==> config.mk <==
export PLATFORM = sky130hd
export DESIGN_NAME = adc_peak_tracker
export DESIGN_NICKNAME = d
export VERILOG_FILES = /design/src/rtl/sdma_pkg.sv /design/src/rtl/edge_sync.sv /design/src/rtl/adc_peak_tracker.sv
export SDC_FILE = /design/constraint.sdc
export NUM_CORES = 1
export LEC_CHECK = 0
export ABC_CLOCK_PERIOD_IN_PS = 3920
export BUFFER_PORTS_ARGS = -buffer_cell sky130_fd_sc_hd__buf_2
export CAP_MARGIN = 20
export CORE_AREA = 2 2 81 161
export CTS_CLUSTER_DIAMETER = 40
export DETAILED_ROUTE_END_ITERATION = 8
export DIE_AREA = 0 0 83 163
export GPL_ROUTABILITY_DRIVEN = 0
export GPL_TIMING_DRIVEN = 0
export PLACE_DENSITY = 0.82
export REMOVE_ABC_BUFFERS = 1
export SLEW_MARGIN = 10
export SYNTH_ARGS = -nofsm -noshare
export SYNTH_HDL_FRONTEND = slang
export SYNTH_SLANG_ARGS = --single-unit
==> constraint.sdc <==
create_clock -name clk -period 3.92 [get_ports clk]
set_input_delay 0.392 -clock clk [delete_from_list [all_inputs] [get_ports clk]]
set_output_delay 0.392 -clock clk [all_outputs]
set_load 0.01 [all_outputs]
==> src/rtl/sdma_pkg.sv <==
// Shared definitions for the sample/measurement path.
//   ADC_W          : ADC sample width
//   ADC_FULL_SCALE : largest ADC code
//   pt_state_t     : peak tracker FSM states
package sdma_pkg;

    localparam int ADC_W          = 12;
    localparam int ADC_FULL_SCALE = 4095;

    typedef enum logic [1:0] {
        PT_IDLE  = 2'd0,
        PT_ARM   = 2'd1,
        PT_TRACK = 2'd2
    } pt_state_t;

endpackage

==> src/rtl/edge_sync.sv <==
// Optional synchronizer chain followed by a registered rising-edge detector.
//   clk, rst_n : clock, asynchronous active-low reset
//   d          : level input (asynchronous when STAGES >= 2)
//   rise       : one-clk pulse per rising edge of d
// STAGES = number of synchronizer flops. STAGES = 0 is for inputs already in
// the clk domain; they still get one input register so the detector never
// looks at a combinational path from outside the block. Latency from d to
// rise is max(STAGES,1) + 1 clocks.
module edge_sync #(
    parameter int STAGES = 2
) (
    input  logic clk,
    input  logic rst_n,
    input  logic d,
    output logic rise
);

    localparam int N = (STAGES < 1) ? 1 : STAGES;

    logic [N-1:0] sync_q;
    logic         last_q;
    logic         rise_q;

    always_ff @(posedge clk or negedge rst_n) begin
        if (!rst_n) begin
            sync_q <= '0;
            last_q <= 1'b0;
            rise_q <= 1'b0;
        end else begin
            sync_q[0] <= d;
            for (int i = 1; i < N; i++) begin
                sync_q[i] <= sync_q[i-1];
            end
            last_q <= sync_q[N-1];
            rise_q <= sync_q[N-1] & ~last_q;
        end
    end

    assign rise = rise_q;

endmodule

==> src/rtl/adc_peak_tracker.sv <==
// Per-period amplitude tracker: max, min, peak-to-peak and sample count of
// each period of the comparator square wave, measured on the ADC samples.
//   clk, rst_n   : main clock, asynchronous active-low reset
//   en           : tracker enable (level)
//   adc_clk      : divided ADC clock (clk domain); rising edge = new sample
//   adc_data     : ADC sample, stable around adc_clk rising edge
//   signal_in    : asynchronous comparator square wave
//   vmax, vmin   : max / min of the last published window
//   vpp          : vmax - vmin
//   samples      : sample count of the last published window
//   valid        : one-clk publish pulse
//   clip         : last window contained a clipped sample
//   timeout      : last window was closed by the sample-count limit
//   dbg_state_o  : current FSM state (pt_state_t encoding)
// Result interface: valid is a one-cycle strobe with no back-pressure; the
// result outputs change only in the cycle valid is high and hold otherwise.
module adc_peak_tracker
    import sdma_pkg::*;
#(
    parameter int DATA_W      = ADC_W,
    parameter int CNT_W       = 16,
    parameter int MAX_SAMPLES = 65535,
    parameter int CLIP_HI     = 4090,
    parameter int CLIP_LO     = 5
) (
    input  logic              clk,
    input  logic              rst_n,
    input  logic              en,
    input  logic              adc_clk,
    input  logic [DATA_W-1:0] adc_data,
    input  logic              signal_in,
    output logic [DATA_W-1:0] vmax,
    output logic [DATA_W-1:0] vmin,
    output logic [DATA_W-1:0] vpp,
    output logic [CNT_W-1:0]  samples,
    output logic              valid,
    output logic              clip,
    output logic              timeout,
    output logic [1:0]        dbg_state_o
);

    localparam logic [DATA_W-1:0] CLIP_HI_V = DATA_W'(CLIP_HI);
    localparam logic [DATA_W-1:0] CLIP_LO_V = DATA_W'(CLIP_LO);
    localparam logic [CNT_W-1:0]  MAX_V     = CNT_W'(MAX_SAMPLES);

    // ------------------------------------------------------------------
    // Edge detection: signal_in -> sig_rise 3 clk, adc_clk -> smp_stb 2 clk
    // ------------------------------------------------------------------
    logic sig_rise;
    logic smp_stb;

    edge_sync #(.STAGES(2)) u_sig_sync (
        .clk   (clk),
        .rst_n (rst_n),
        .d     (signal_in),
        .rise  (sig_rise)
    );

    edge_sync #(.STAGES(0)) u_smp_sync (
        .clk   (clk),
        .rst_n (rst_n),
        .d     (adc_clk),
        .rise  (smp_stb)
    );

    // Sample captured on smp_stb; stb_q marks it usable one clk later.
    // stb_q then lines up with sig_rise when both pins rise together,
    // which is exactly the "same clock" case handled below.
    logic [DATA_W-1:0] sample_q;
    logic              stb_q;

    always_ff @(posedge clk or negedge rst_n) begin
        if (!rst_n) begin
            sample_q <= '0;
            stb_q    <= 1'b0;
        end else begin
            stb_q <= smp_stb;
            if (smp_stb) begin
                sample_q <= adc_data;
            end
        end
    end

    // ------------------------------------------------------------------
    // Window accumulators and merge with the in-flight sample
    // ------------------------------------------------------------------
    logic [DATA_W-1:0] cur_max_q, cur_min_q;
    logic [CNT_W-1:0]  cur_cnt_q;
    logic              cur_clip_q;

    logic              smp_gt, smp_lt, smp_clip;
    logic [DATA_W-1:0] mrg_max, mrg_min, vpp_d;
    logic [CNT_W-1:0]  mrg_cnt;
    logic              mrg_clip;

    assign smp_gt   = stb_q && (sample_q > cur_max_q);
    assign smp_lt   = stb_q && (sample_q < cur_min_q);
    assign smp_clip = stb_q && ((sample_q >= CLIP_HI_V) || (sample_q <= CLIP_LO_V));
    assign mrg_max  = smp_gt ? sample_q : cur_max_q;
    assign mrg_min  = smp_lt ? sample_q : cur_min_q;
    assign mrg_cnt  = cur_cnt_q + {{(CNT_W-1){1'b0}}, stb_q};
    assign mrg_clip = cur_clip_q | smp_clip;

    // Peak-to-peak from registered operands only: the three possible
    // differences are formed in parallel with the compares and selected by
    // them, so a sample arriving with the closing edge still costs one
    // subtract per stage. Both compares true only happens on an empty
    // window, where max = min = sample.
    always_comb begin
        vpp_d = '0;
        case ({smp_gt, smp_lt})
            2'b00:   vpp_d = cur_max_q - cur_min_q;
            2'b10:   vpp_d = sample_q - cur_min_q;
            2'b01:   vpp_d = cur_max_q - sample_q;
            default: vpp_d = '0;
        endcase
    end

    // ------------------------------------------------------------------
    // FSM
    // ------------------------------------------------------------------
    pt_state_t state_q, state_d;
    logic      acc_clear, acc_update, publish, pub_timeout;

    always_comb begin
        state_d     = state_q;
        acc_clear   = 1'b0;
        acc_update  = 1'b0;
        publish     = 1'b0;
        pub_timeout = 1'b0;
        if (!en) begin
            state_d   = PT_IDLE;
            acc_clear = 1'b1;
        end else begin
            case (state_q)
                PT_IDLE: begin
                    state_d   = PT_ARM;
                    acc_clear = 1'b1;
                end
                PT_ARM: begin
                    acc_clear = 1'b1;
                    if (sig_rise) begin
                        state_d = PT_TRACK;
                    end
                end
                PT_TRACK: begin
                    // The edge wins over a simultaneous count limit.
                    if (sig_rise) begin
                        acc_clear = 1'b1;
                        publish   = (mrg_cnt != '0);
                    end else if (stb_q) begin
                        if (mrg_cnt == MAX_V) begin
                            acc_clear   = 1'b1;
                            publish     = 1'b1;
                            pub_timeout = 1'b1;
                        end else begin
                            acc_update = 1'b1;
                        end
                    end
                end
                default: begin
                    state_d   = PT_IDLE;
                    acc_clear = 1'b1;
                end
            endcase
        end
    end

    always_ff @(posedge clk or negedge rst_n) begin
        if (!rst_n) begin
            state_q <= PT_IDLE;
        end else begin
            state_q <= state_d;
        end
    end

    always_ff @(posedge clk or negedge rst_n) begin
        if (!rst_n) begin
            cur_max_q  <= '0;
            cur_min_q  <= '1;
            cur_cnt_q  <= '0;
            cur_clip_q <= 1'b0;
        end else if (acc_clear) begin
            cur_max_q  <= '0;
            cur_min_q  <= '1;
            cur_cnt_q  <= '0;
            cur_clip_q <= 1'b0;
        end else if (acc_update) begin
            cur_max_q  <= mrg_max;
            cur_min_q  <= mrg_min;
            cur_cnt_q  <= mrg_cnt;
            cur_clip_q <= mrg_clip;
        end
    end

    // ------------------------------------------------------------------
    // Published results
    // ------------------------------------------------------------------
    logic [DATA_W-1:0] vmax_q, vmin_q, vpp_q;
    logic [CNT_W-1:0]  samples_q;
    logic              valid_q, clip_q, timeout_q;

    always_ff @(posedge clk or negedge rst_n) begin
        if (!rst_n) begin
            vmax_q    <= '0;
            vmin_q    <= '0;
            vpp_q     <= '0;
            samples_q <= '0;
            valid_q   <= 1'b0;
            clip_q    <= 1'b0;
            timeout_q <= 1'b0;
        end else begin
            valid_q <= publish;
            if (publish) begin
                vmax_q    <= mrg_max;
                vmin_q    <= mrg_min;
                vpp_q     <= vpp_d;
                samples_q <= mrg_cnt;
                clip_q    <= mrg_clip;
                timeout_q <= pub_timeout;
            end
        end
    end

    assign vmax        = vmax_q;
    assign vmin        = vmin_q;
    assign vpp         = vpp_q;
    assign samples     = samples_q;
    assign valid       = valid_q;
    assign clip        = clip_q;
    assign timeout     = timeout_q;
    assign dbg_state_o = state_q;

endmodule

; Word-level counts from Yosys, hierarchy flattened
; Cells that the tools add are included.
[op_classes]
n_reduce_logical = 9
div = 0
n_mux = 30
n_addsub = 4
n_bitwise = 5
eq_ne = 7
magnitude_cmp = 4
shifts = 0
multipliers = 0
[ops]
columns = operator, n
row1 = 2-to-1 mux 12 bit, 6
row2 = case mux 12 bit (3 select lines), 1
row3 = subtractor 12 bit, 3
row4 = 2-to-1 mux 16 bit, 2
row5 = 2-to-1 mux 1 bit, 18
row6 = adder 16 x 1 -> 16 bit, 1
row7 = equality test 16 bit (second input constant), 1
row8 = nonzero test 16 bit, 1
row9 = >= comparator 12 bit (second input constant), 1
row10 = greater-than comparator 12 bit, 1
row11 = <= comparator 12 x 3 -> 1 bit (second input constant), 1
row12 = less-than comparator 12 bit, 1
row13 = case mux 2 bit (3 select lines), 1
row14 = equality test 2 x 1 -> 1 bit (second input constant), 2
row15 = equality test 2 bit (second input constant), 2
row16 = zero test 2 bit, 2
row17 = 2-to-1 mux 2 bit, 2
row18 = logical AND 1 bit, 3
row19 = inequality test 3 x 2 -> 1 bit (second input constant), 1
row20 = bitwise AND 1 bit, 2
row21 = inequality test 2 bit (second input constant), 1
row22 = NOT 1 bit, 2
row23 = AND reduction 2 bit, 1
row24 = nonzero test 2 bit, 1
row25 = 2 further kinds, 2
[word_totals]
rom_bits = 0
in_bits = 17
wordCells = 79
output_inout_bits = 57
latch_bits = 0
mem_bits_rw = 0
n_memories = 0
register_bits = 118

; Logic depth before layout (Yosys ltp)
; Gate-level depths: netlist (run 1).
[logic_depth]
depth_word = 9
depth_mapped = 13

; Hierarchy
; Synthesis (run 1) repeated with hierarchy kept, for this count alone.
[unflattened]
hier_cells = 767
hier_area_um2 = 7015.5
[modules_own_cells]
columns = module, instances, area_each_um2, seq_area_each_um2, cells_per_inst
row1 = adc_peak_tracker, 1, 6812.8, 2792.7, 758
row2 = edge_sync at u_sig_sync, 1, 113.9, 100.1, 5
row3 = edge_sync at u_smp_sync, 1, 88.8, 75.1, 4

; Least setup slack after synthesis (run 1)
; Ideal clock, no wire load.
[synth_timing]
path_kind = flip-flop to flip-flop
from = register stb_q
to = register vmax_q[10] (netlist: vmax[10])
setup_slack_ns = 0.960
path_buffers = 1
arrival_ns = 2.835
path_stages_with_launch = 11
required_time_ns = 3.795
path_cell_list = dfrtp_1 -> ha_1 -> nand3_2 -> or3_4 -> or4_4 -> a221oi_2 -> a22o_4 -> nand2_8 -> inv_6 -> buf_6 -> mux2_4
[synth_between]
elab_chain_len = 7
word_cells_on_any_way = 10
[synth_rtl]
columns = item, line
row1 = start: declaration, adc_peak_tracker.sv:70  ; logic stb_q;
row2 = start signal: assignment, adc_peak_tracker.sv:77  ; stb_q <= smp_stb;
row3 = adder 16 x 1 -> 16 bit, adc_peak_tracker.sv:101  ; assign mrg_cnt = cur_cnt_q + {{(CNT_W-1){1'b0}}, stb_q};
row4 = equality test 16 bit, adc_peak_tracker.sv:152  ; if (mrg_cnt == MAX_V) begin
row5 = 2-to-1 mux 1 bit, adc_peak_tracker.sv:152
row6 = 2-to-1 mux 1 bit, adc_peak_tracker.sv:151  ; end else if (stb_q) begin
row7 = 2-to-1 mux 1 bit (*), adc_peak_tracker.sv:148  ; if (sig_rise) begin
row8 = 2-to-1 mux 1 bit (*), adc_peak_tracker.sv:135  ; case (state_q)
row9 = 2-to-1 mux 1 bit (*), adc_peak_tracker.sv:131  ; if (!en) begin
row10 = named net publish, adc_peak_tracker.sv:123  ; logic acc_clear, acc_update, publish, pub_timeout;
row11 = end signal: assignment, adc_peak_tracker.sv:215  ; vmax_q <= mrg_max;
row12 = end: declaration, adc_peak_tracker.sv:199  ; logic [DATA_W-1:0] vmax_q, vmin_q, vpp_q;
; The timed path passes the listed nets; every way through them passes the cells marked *.
; A chain may end at the register's enable or synchronous reset.

; Worst setup path in the final report (run 1)
[layout_timing]
from = register stb_q
to = register vpp_q[1] (netlist: vpp[1])
[layout_between]
elab_chain_len = 7
word_cells_on_any_way = 14
[layout_rtl]
columns = item, line
row1 = adder 16 x 1 -> 16 bit, adc_peak_tracker.sv:101
row2 = equality test 16 bit, adc_peak_tracker.sv:152
row3 = 2-to-1 mux 1 bit, adc_peak_tracker.sv:152
row4 = 2-to-1 mux 1 bit, adc_peak_tracker.sv:151
row5 = 2-to-1 mux 1 bit, adc_peak_tracker.sv:148
row6 = 2-to-1 mux 1 bit, adc_peak_tracker.sv:135
row7 = 2-to-1 mux 1 bit, adc_peak_tracker.sv:131
row8 = end signal: assignment, adc_peak_tracker.sv:217  ; vpp_q <= vpp_d;
row9 = end: declaration, adc_peak_tracker.sv:199
; Parallel ways exist; a longest one is shown, timed or not.

==> results of run 1 <==
==> cell families after synthesis <==
group | count (synthesis)
simple gates | 222
compound gates | 216
mux | 43
buf+inv | 69
flops | 118
fa+ha+maj | 40
xor+xnor | 25
==> per-stage QoR <==
| step | std cells | cell area, um^2 | power (mW) | utilization (%) |
|---|---|---|---|---|
| floorplan | 701 | 6980 | 1.62 | - |
| global placement | 924 | 7530 | 1.76 | 60.7 |
| detailed placement | 928 | 7630 | 1.79 | 61.5 |
| CTS | 961 | 8220 | 3.30 | 66.2 |
| global route | 962 | 8260 | 3.40 | 66.6 |
| finish | 962 | 8260 | 3.28 | 66.6 |
==> cells in the final DEF (no fill, tap or decap), types with 9 or more instances in the layout <==
master,instances
buf_2,72
ha_1,37
mux2_4,25
o21ai_1,9
clkbuf_16,17
or2_2,13
xnor2_1,17
inv_1,35
o21ai_0,72
dfrtp_1,106
nand2b_1,11
nor2_1,32
nand2_1,54
nor3_1,26
o21a_1,9
nand4_1,10
dfstp_2,12
a31oi_1,11
a21oi_1,44
mux2i_1,10
nand3_1,18
==> repair_timing <==
item                                    in CTS  in global routing
hold buffers                                 1                  0
setup buffers                                0                  0
resized for setup                            0                  5
endpoints found under the hold margin       48                  0
endpoints found under the setup margin       0                 36
==> registers in the layout, indices dropped and copies added, names as in the netlist, 2 cells and up <==
| name | flops |
|---|---|
| samples | 16 |
| vpp | 12 |
| dbg_state_o | 2 |
| cur_min_q | 12 |
| u_sig_sync.sync_q | 2 |
| cur_cnt_q | 16 |
| vmin | 12 |
| vmax | 12 |
| sample_q | 12 |
| cur_max_q | 12 |
==> worst register-to-register path: cells and delay by family (launching register included) <==
family          cells  cell delay [ps]
simple gates        4             1350
compound gates      2              650
flops               1              610
mux                 1              410
fa+ha+maj           1              390
buf+inv             1              380
==> path summary, 6_finish.rpt <==
kind | from | endpoint | cells past startpoint
worst min register to register | u_sig_sync.sync_q[0] | u_sig_sync.sync_q[1] | 0
worst min-delay path | adc_clk | u_smp_sync.sync_q | 1
worst max-delay path | stb_q | vpp[1] | 9
min in group asynchronous | rst_n | samples[11] | 2
worst max register to register | stb_q | vpp[1] | 9
max in group asynchronous | rst_n | cur_min_q[3] | 3
==> metal layers <==
metal  routed length [um]  track usage [%]  share of wire [%]
met1                 7690             36.3                 41
met2                 8930             44.7                 48
met5                    0                0                  0
met3                 1260             5.02                6.7
met4                  864             16.4                4.6
==> cell type report <==
type / instances / area [um^2]
Clock buffer: 21 / 480
Clock inverter: 11 / 100
Fill cell: 930 / 4150
Inverter: 37 / 144
Multi-Input combinational cell: 546 / 3940
Sequential cell: 118 / 2970
Tap cell: 150 / 188
Timing Repair Buffer: 79 / 447
==> report_power, final <==
part / internal, mW / leakage, nW / switching (mW)
clock network: 0.934 / 0.273 / 0.569
registers: 1.28 / 1.56 / 0.0563
logic: 0.190 / 2.14 / 0.250
==> impl_metrics.csv, run 1 <==
group,metric,value,unit
sta,final_hold_viol_count,0,
detailed_routing,detail_route.iter0.violations,565,
clocking,cts-htree-levels,4,
detailed_routing,final_antenna_net_count,0,
sta,timing_worst_slew_pin_value,898,ps
global_route,grt_overflow_total,0,
clocking,tritoncts,"yes",
logic_synthesis,synthArstFlopShare,100,%
clocking,tritoncts_num_sinks,118,
logic_synthesis,synth-simple-area-share,16.6,%
logic_synthesis,postSynthAreaPerCell,9.78,um^2
global_route,groute.usage.overall,28.2,%
run,max_cap_violations,0,
floorplanning,placementRows,58,
placed_design,dp_hpwl,12400,um
logic_synthesis,cell_type_contributing_the_most_total_cell_area_after_synthesis,"dfrtp_1",
setup_path,timing.critical_path.from_type,"flop",
sta,final_critical_path_setup_slack,16.2,ps
sta,final.period_utilization,99.6,%
global_route,antenna_found_initial,0,
min_path,hp-class,"in2reg",
logic_synthesis,post_synth_main_area_contributors,"dfrtp_1, ha_1, mux2_4",
final_layout,diodes,0,
clocking,worstSkewPairLatency,430,ps
logic_synthesis,synth_xor_area_share,3.05,%
clocking,cts_buf_count,17,
sta,setup_viol,0,
floorplanning,io_pins,74,
detailed_routing,drc,0,
logic_synthesis,ys_seq_area_share,41.4,%
floorplanning,standard_cell_core_area,12400,um^2
sta,final.hold.worst_slack,68.3,ps
clocking,clk_pin_slew,60,ps
global_route,grt_first_pass_wirelength,30500,um
logic_synthesis,yosys_register_bits,118,
logic_synthesis,yosys.area_share.adder,7.30,%
setup_path,timing.critical_path.to_type,"flop",
logic_synthesis,synth.most_common_cell,"dfrtp_1",
power_and_ir_drop,ir_drop,0.000394,V
logic_synthesis,main_combinational_cell_family_by_area_after_synthesis,"compound AO/OA/AOI/OAI gates",
floorplanning,die-height,163,um
setup_path,worst-endpoint-arrival,4210,ps
logic_synthesis,syn-instance-count,733,
floorplanning,initial_core_util,57.8,%
logic_synthesis,most_used_standard_cells_in_the_synthesized_netlist,"dfrtp_1, o21ai_0, nand2_1, a21oi_1, ha_1",
setup_path,cpPeakStageDelay,610,ps
placed_design,dp_slack,149,ps
logic_synthesis,share_of_cell_area_taken_by_muxes_after_synthesis,7.89,%
sta,slew_violations,0,
logic_synthesis,netlist_area_before_placement,7170,um^2
logic_synthesis,post_synthesis_cell_type_count,77,
setup_path,critical_path_s_slowest_cell,"dfrtp_1",
sta,final_period_minus_worst_setup_slack,3900,ps
final_layout,post_route_cells_drive_above_1_share,23.5,%
logic_synthesis,synth_compound_area_share,19.1,%
logic_synthesis,synth_enable_flop_cells,0,
sta,setup_tns,0,ps
logic_synthesis,synth_warnings,0,
sta,fmax,256,MHz
detailed_routing,detail_route.vias_per_cell,6.47,
setup_path,critical_path_class,"reg2reg",
logic_synthesis,synthFlopType,"dfrtp_1",
outcome,run_status,"completed",
setup_path,required_time_worst_endpoint,4230,ps
setup_path,worst-r2r-setup-slack,20,ps
clocking,clock_path_buffers,2,
global_route,first_global_vias,6142,
placed_design,port-buffer-count,73,
global_route,grt_max_degree,66,
detailed_routing,detail_route.first_pass.iterations,8,
detailed_routing,route.vias.total,6222,
power_and_ir_drop,power.density,397,nW/um^2
power_and_ir_drop,leakagePower,3.97,nW
floorplanning,die-area,13500,um^2
detailed_routing,wl_per_cell,19.5,um
sta,max_slew_margin,40.0,%
setup_path,worst_path_dominant_cell_family,"simple AND/OR/NAND/NOR gates",
sta,fin_worst_skew,8.19,ps
final_layout,flow.area_growth_from_synthesis,15.3,%
detailed_routing,total_wire_length_after_detailed_routing,18700,um
logic_synthesis,yosysTopAreaCellShare,37.0,%
clocking,ctsRootBufferMaster,"clkbuf_16",
floorplanning,die_width,83,um
setup_path,timing.critical_path.fanout_max,36,
final_layout,num-nets-final,856,
setup_path,worstPathCellList,"ha_1 -> nand3_2 -> or3_4 -> or4_4 -> a221oi_2 -> a22o_4 -> nand2_8 -> inv_6 -> mux2_2",
setup_path,worstPathBufferInverterCount,1,
Note: power is estimated with default switching activity, not from simulation.
==> inputs of run 2 (changes only) <==
Settings changed: BUFFER_PORTS_ARGS -buffer_cell sky130_fd_sc_hd__buf_2 to unset, CORE_AREA 2 2 81 161 to 2 2 78 155, DIE_AREA 0 0 83 163 to 0 0 80 157, DONT_BUFFER_PORTS set to 1.
==> run 2 against run 1 <==
  * Core utilization up 3.5 points
  * Setup slack better by 170 ps
  * Combinational power down 15%
  * Routed wire length up 7.3%
  * Count of clock-buffer cells in the layout unchanged
  * Clock skew down 2.6 ps
  * Register-to-register slack better by 170 ps
  * Critical path type unchanged
  * Critical endpoint is now samples[13]
  * Highest routed layer unchanged
==> impl_metrics.csv, run 2 (synthesis results as in run 1) <==
group,metric,value,unit
final_layout,most-common-layout-cells,"dfrtp_1, o21ai_0, nand2_1, a21oi_1, ha_1",
detailed_routing,final_antenna_net_count,0,
setup_path,r2r_cells,9,
power_and_ir_drop,leakagePower,3.62,nW
floorplanning,placementRows,55,
setup_path,timing.critical_path.from_type,"flop",
min_path,holdCritStartpoint,"adc_data[11]",
sta,final.period_utilization,95.2,%
detailed_routing,total_wire_length_after_detailed_routing,20100,um
clocking,clk_pin_slew,60,ps
final_layout,layout.cells.most_common,"dfrtp_1",
floorplanning,die-height,157,um
sta,slew_violations,0,
clocking,cts-htree-levels,4,
sta,setup_viol,0,
clocking,tritoncts_num_sinks,118,
clocking,worstSkewPairLatency,420,ps
setup_path,cpPeakStageDelay,600,ps
floorplanning,initial_core_util,63.5,%
sta,max_slew_margin,34.5,%
power_and_ir_drop,ir_drop,0.000356,V
detailed_routing,wl_per_cell,22.8,um
setup_path,timing.critical_path.to_type,"flop",
sta,final_period_minus_worst_setup_slack,3730,ps
clocking,tritoncts,"yes",
setup_path,worst-endpoint-arrival,4040,ps
clocking,ctsRootBufferMaster,"clkbuf_16",
min_path,hp-class,"in2reg",
final_layout,stdcell_area,7910,um^2
setup_path,critical_path_class,"reg2reg",
detailed_routing,route.vias.total,6103,
setup_path,regToRegEndpoint,"samples[13]",
outcome,run_status,"completed",
detailed_routing,detail_route.iter0.violations,696,
setup_path,required_time_worst_endpoint,4230,ps
global_route,first_global_vias,6373,
global_route,groute.usage.overall,33.7,%
global_route,antenna_found_initial,0,
floorplanning,standard_cell_core_area,11300,um^2
clocking,clock_path_buffers,2,
global_route,grt_max_degree,119,
min_path,worstHoldEndpoint,"sample_q[11]",
detailed_routing,drc,0,
setup_path,worst-r2r-setup-slack,190,ps
detailed_routing,detail_route.first_pass.iterations,5,
placed_design,port-buffer-count,0,
sta,setup_repair_after_global_routing_missed_its_margin,"no",
power_and_ir_drop,total_power,3.31,mW
final_layout,diodes,0,
detailed_routing,detail_route.vias_per_cell,6.91,
setup_path,worstPathCellList,"ha_1 -> nand4_2 -> nor4_1 -> xnor2_1 -> nor4_4 -> a22o_4 -> nand2_8 -> inv_8 -> mux2_2",
clocking,cts_buf_count,17,
placed_design,placed_cells_incl_taps,846,
placed_design,post_dp_cell_area,7210,um^2
floorplanning,die-area,12600,um^2
placed_design,dp_hpwl,13900,um
sta,final_hold_viol_count,0,
min_path,whs_path_cells,2,
power_and_ir_drop,power.density,418,nW/um^2
floorplanning,io_pins,74,
sta,timing_worst_slew_pin_value,982,ps
global_route,grt_first_pass_wirelength,32100,um
setup_path,timing.critical_path.fanout_max,36,
sta,fin_worst_skew,5.57,ps
final_layout,num-nets-final,785,
run,max_cap_violations,0,
global_route,grt_overflow_total,0,
setup_path,critical_path_s_slowest_cell,"dfrtp_1",
floorplanning,die_width,80,um
final_layout,post_route_cells_drive_above_1_share,15.8,%
final_layout,post_layout_nonfiller_instances,883,
setup_path,critical_path.reg2reg.startpoint,"stb_q",
final_layout,flow.area_growth_from_synthesis,10.4,%
sta,fmax,268,MHz
## run 2: stage by stage
step / utilization [%] / worst slack [ps] / TNS, ps / hold WS [ps]
6_report: 70.1 / 187 / 0 / 94.8
5_1_grt: 70.1 / 78.2 / 0 / 101
4_1_cts: 69.7 / 3.91 / 0 / 91.7
3_5_place_dp: 63.9 / -16.4 / -16.4 / 100
3_3_place_gp: 63.4 / -204 / -3820 / 99.9
2_1_floorplan: - / 647 / 0 / 96.4
## run 2: power breakdown
part | leakage, nW | internal, mW | switching [mW]
clock | 0.280 | 0.969 | 0.590
sequential | 1.56 | 1.28 | 0.0908
combinational | 1.78 | 0.157 | 0.219
## run 2: repair_timing
item	4_1_cts	5_1_grt
endpoints found under the setup margin	10	35
setup buffers	0	0
pin swaps	0	0
hold buffers	4	0
resized for setup	2	6
hold endpoints to repair	120	0
## run 2: worst max-delay path, delay by kind of cell, from the launching register on
family	cells	cell delay (ps)
xor+xnor	1	240
mux	1	380
compound gates	1	270
flops	1	600
simple gates	4	1400
buf+inv	1	310
fa+ha+maj	1	380
## run 2: layout make-up
cell class              count  area (um^2)
clock buffers              21          460
clock inverters            11          124
fillers                   840         3370
inverters                  37          146
multi-input cells         546         3940
flip-flops and latches    118         2970
well taps                 142          178
repair buffers              8         95.1
## run 2: how the worst max path moves through the flow
stage / from / to / slack [ps] / cells past startpoint
after global placement: stb_q / vpp[7] / -200 / 8
after detailed placement: stb_q / cur_cnt_q[6] / -20 / 8
final: stb_q / samples[13] / 190 / 9
after global routing: stb_q / samples[4] / 80 / 9
after floorplan: cur_min_q[9] / vpp[0] / 650 / 8
after CTS: stb_q / vpp[8] / 4 / 9
## run 2: metal layers
metal	track usage, %	wire length, um	vias to the layer above
met5	0	0	-
li1	-	-	2687
met3	7.40	1230	111
met2	58.5	10600	355
met1	35.2	6960	2950
met4	23.5	1350	0
==> inputs of run 3 (changes only) <==
Settings changed: GPL_TIMING_DRIVEN 0 to unset, RECOVER_POWER set to 100.
==> run 3 against run 2 <==
  * Global-route usage is 0.46 points higher
  * Largest cell class unchanged
  * Die area is the same
  * Clock skew increased by 3.3 ps
  * Register-to-register slack better by 50 ps
  * Final cell count up 1.0%
  * Combinational power is 6.4% lower
  * Count of clock-buffer cells in the layout fell by 2
  * The flow now finishes with violations (capacitance limit, slew limit)
  * Critical path depth unchanged
  * Fmax is 1.3% higher
==> impl_metrics.csv, run 3 (synthesis results as in run 1) <==
group,metric,value,unit
outcome,run_status,"complete, but fails checks",
outcome,failed_checks,"capacitance limit, slew limit",
setup_path,critical_path.reg2reg.startpoint,"stb_q",
detailed_routing,route.vias.total,6211,
setup_path,timing.critical_path.fanout_max,36,
sta,max_slew_margin,-87.0,%
clocking,cts_buf_count,17,
detailed_routing,detail_route.vias_per_cell,6.96,
detailed_routing,detail_route.first_pass.iterations,6,
clocking,clk_pin_slew,60,ps
final_layout,post_layout_nonfiller_instances,892,
floorplanning,die_width,80,um
detailed_routing,detail_route.iter0.violations,695,
sta,timing_worst_slew_pin_value,2810,ps
setup_path,critical_path.startpoint,"stb_q",
sta,slew_violations,119,
setup_path,r2r_cells,9,
final_layout,layout.cells.most_common,"dfrtp_1",
placed_design,placed_cells_incl_taps,856,
power_and_ir_drop,power_frac_clock,49.5,%
final_layout,post_route_cells_drive_above_1_share,11.9,%
power_and_ir_drop,leakagePower,3.64,nW
power_and_ir_drop,power.share.sequential,40.2,%
setup_path,worst-endpoint-arrival,3980,ps
final_layout,num-nets-final,794,
floorplanning,io_pins,74,
floorplanning,standard_cell_core_area,11300,um^2
final_layout,flow.area_growth_from_synthesis,9.30,%
setup_path,worstPathCellList,"ha_1 -> and4_1 -> nand3_1 -> a221oi_1 -> nand4_1 -> or4_1 -> nand2_8 -> inv_6 -> mux2_1",
global_route,antenna_found_initial,0,
min_path,hp-class,"in2reg",
sta,fin_worst_skew,8.87,ps
power_and_ir_drop,share_comb_of_total_power,10.3,%
floorplanning,die-height,157,um
placed_design,dp_hpwl,14100,um
sta,fmax,271,MHz
clocking,clock_path_buffers,2,
power_and_ir_drop,power.density,437,nW/um^2
detailed_routing,wl_per_cell,22.9,um
detailed_routing,drc,0,
detailed_routing,met3RoutedLength,1340,um
sta,setup_tns,0,ps
clocking,tritoncts_num_sinks,118,
sta,setup_viol,0,
setup_path,worst-r2r-setup-slack,240,ps
sta,final.hold.worst_slack,95.9,ps
final_layout,diodes,0,
floorplanning,initial_core_util,63.5,%
sta,final.period_utilization,94.0,%
sta,final_hold_viol_count,0,
power_and_ir_drop,total_power,3.42,mW
final_layout,register_area,2970,um^2
floorplanning,placementRows,55,
min_path,whs_path_cells,2,
power_and_ir_drop,power.switching,915,uW
setup_path,critical_path_s_slowest_cell,"or4_1",
final_layout,stdcell_area,7840,um^2
placed_design,port-buffer-count,0,
final_layout,fillers,852,
clocking,tritoncts,"yes",
final_layout,most-common-layout-cells,"dfrtp_1, o21ai_0, nand2_1, a21oi_1, ha_1",
setup_path,cpPeakStageDelay,650,ps
final_layout,multi_input_area,3790,um^2
setup_path,required_time_worst_endpoint,4210,ps
clocking,ctsRootBufferMaster,"clkbuf_16",
floorplanning,die-area,12600,um^2
detailed_routing,met1Wirelength,6950,um
setup_path,critical_path_class,"reg2reg",
min_path,holdCritStartpoint,"adc_data[11]",
sta,setup_repair_after_global_routing_missed_its_margin,"no",
detailed_routing,total_wire_length_after_detailed_routing,20400,um
global_route,grt_max_degree,119,
global_route,grt_first_pass_wirelength,32700,um
detailed_routing,final_antenna_net_count,0,
power_and_ir_drop,switching_share_of_power,26.7,%
detailed_routing,met2RoutedLength,10500,um
sta,final_period_minus_worst_setup_slack,3680,ps
placed_design,post_dp_cell_area,7260,um^2
run,max_cap_violations,1,
global_route,groute.usage.overall,34.2,%
clocking,post_cts_buffers,0,
global_route,first_global_vias,6331,
global_route,grt_overflow_total,0,
power_and_ir_drop,internal_power,2.51,mW
setup_path,timing.critical_path.to_type,"flop",
clocking,cts-htree-levels,4,
setup_path,timing.critical_path.from_type,"flop",
power_and_ir_drop,ir_drop,0.000343,V
detailed_routing,top_signal_layer_used,"met4",
clocking,worstSkewPairLatency,420,ps
==> run 3: cell types whose count changed in the layout (fill, tap and decap cells not counted), sizes merged <==
cell and change:
bufinv +2, inv +1, clkbuf +3, buf +4, clkinv +2, clkinvlp -3
==> run 3: stage by stage <==
stage | utilization, % | setup slack (ps)
floorplan | - | 647
global placement | 64.3 | 435
detailed placement | 64.3 | 261
CTS | 70.5 | 200
global route | 69.4 | 60.4
finish | 69.4 | 236
==> run 3: repair_timing <==
| item | in CTS | in global routing |
|---|---|---|
| setup endpoints to repair | 0 | 30 |
| endpoints found under the hold margin | 120 | 0 |
| hold buffers | 4 | 0 |
| resized for setup | 0 | 1 |
==> run 3: routing by layer <==
metal,vias up,track usage (%)
li1,2694,-
met1,2995,35.9
met2,377,59.4
met3,145,7.51
met4,0,22.8
met5,-,0
==> run 3: worst paths after layout <==
kind	to
min	sample_q[11]
min reg2reg	u_sig_sync.sync_q[1]
max in group asynchronous	cur_max_q[5]
min in group asynchronous	vmin[1]
max	vmin[9]
max reg2reg	vmin[9]
==> run 3: layout make-up <==
| class | instances | area share, % |
|---|---|---|
| well taps | 142 | 2.27 |
| multi-input cells | 546 | 48.4 |
| clock inverters | 13 | 2.49 |
| flip-flops and latches | 118 | 37.9 |
| repair buffers | 17 | 1.52 |
| clock buffers | 19 | 5.65 |
| inverters | 37 | 1.84 |
==> run 3: critical path, delay by kind of cell (launching register included) <==
family	cells	cell delay, ps
compound gates	1	360
fa+ha+maj	1	370
mux	1	370
buf+inv	1	170
simple gates	5	1730
flops	1	520
==> run 3: power groups by stage <==
stage / Clock, mW / Sequential [mW] / Combinational, mW
after floorplan: 0 / 1.37 / 0.257
after global placement: 0 / 1.39 / 0.323
after detailed placement: 0 / 1.39 / 0.336
after CTS: 1.70 / 1.37 / 0.370
after global routing: 1.74 / 1.38 / 0.386
final: 1.69 / 1.38 / 0.353
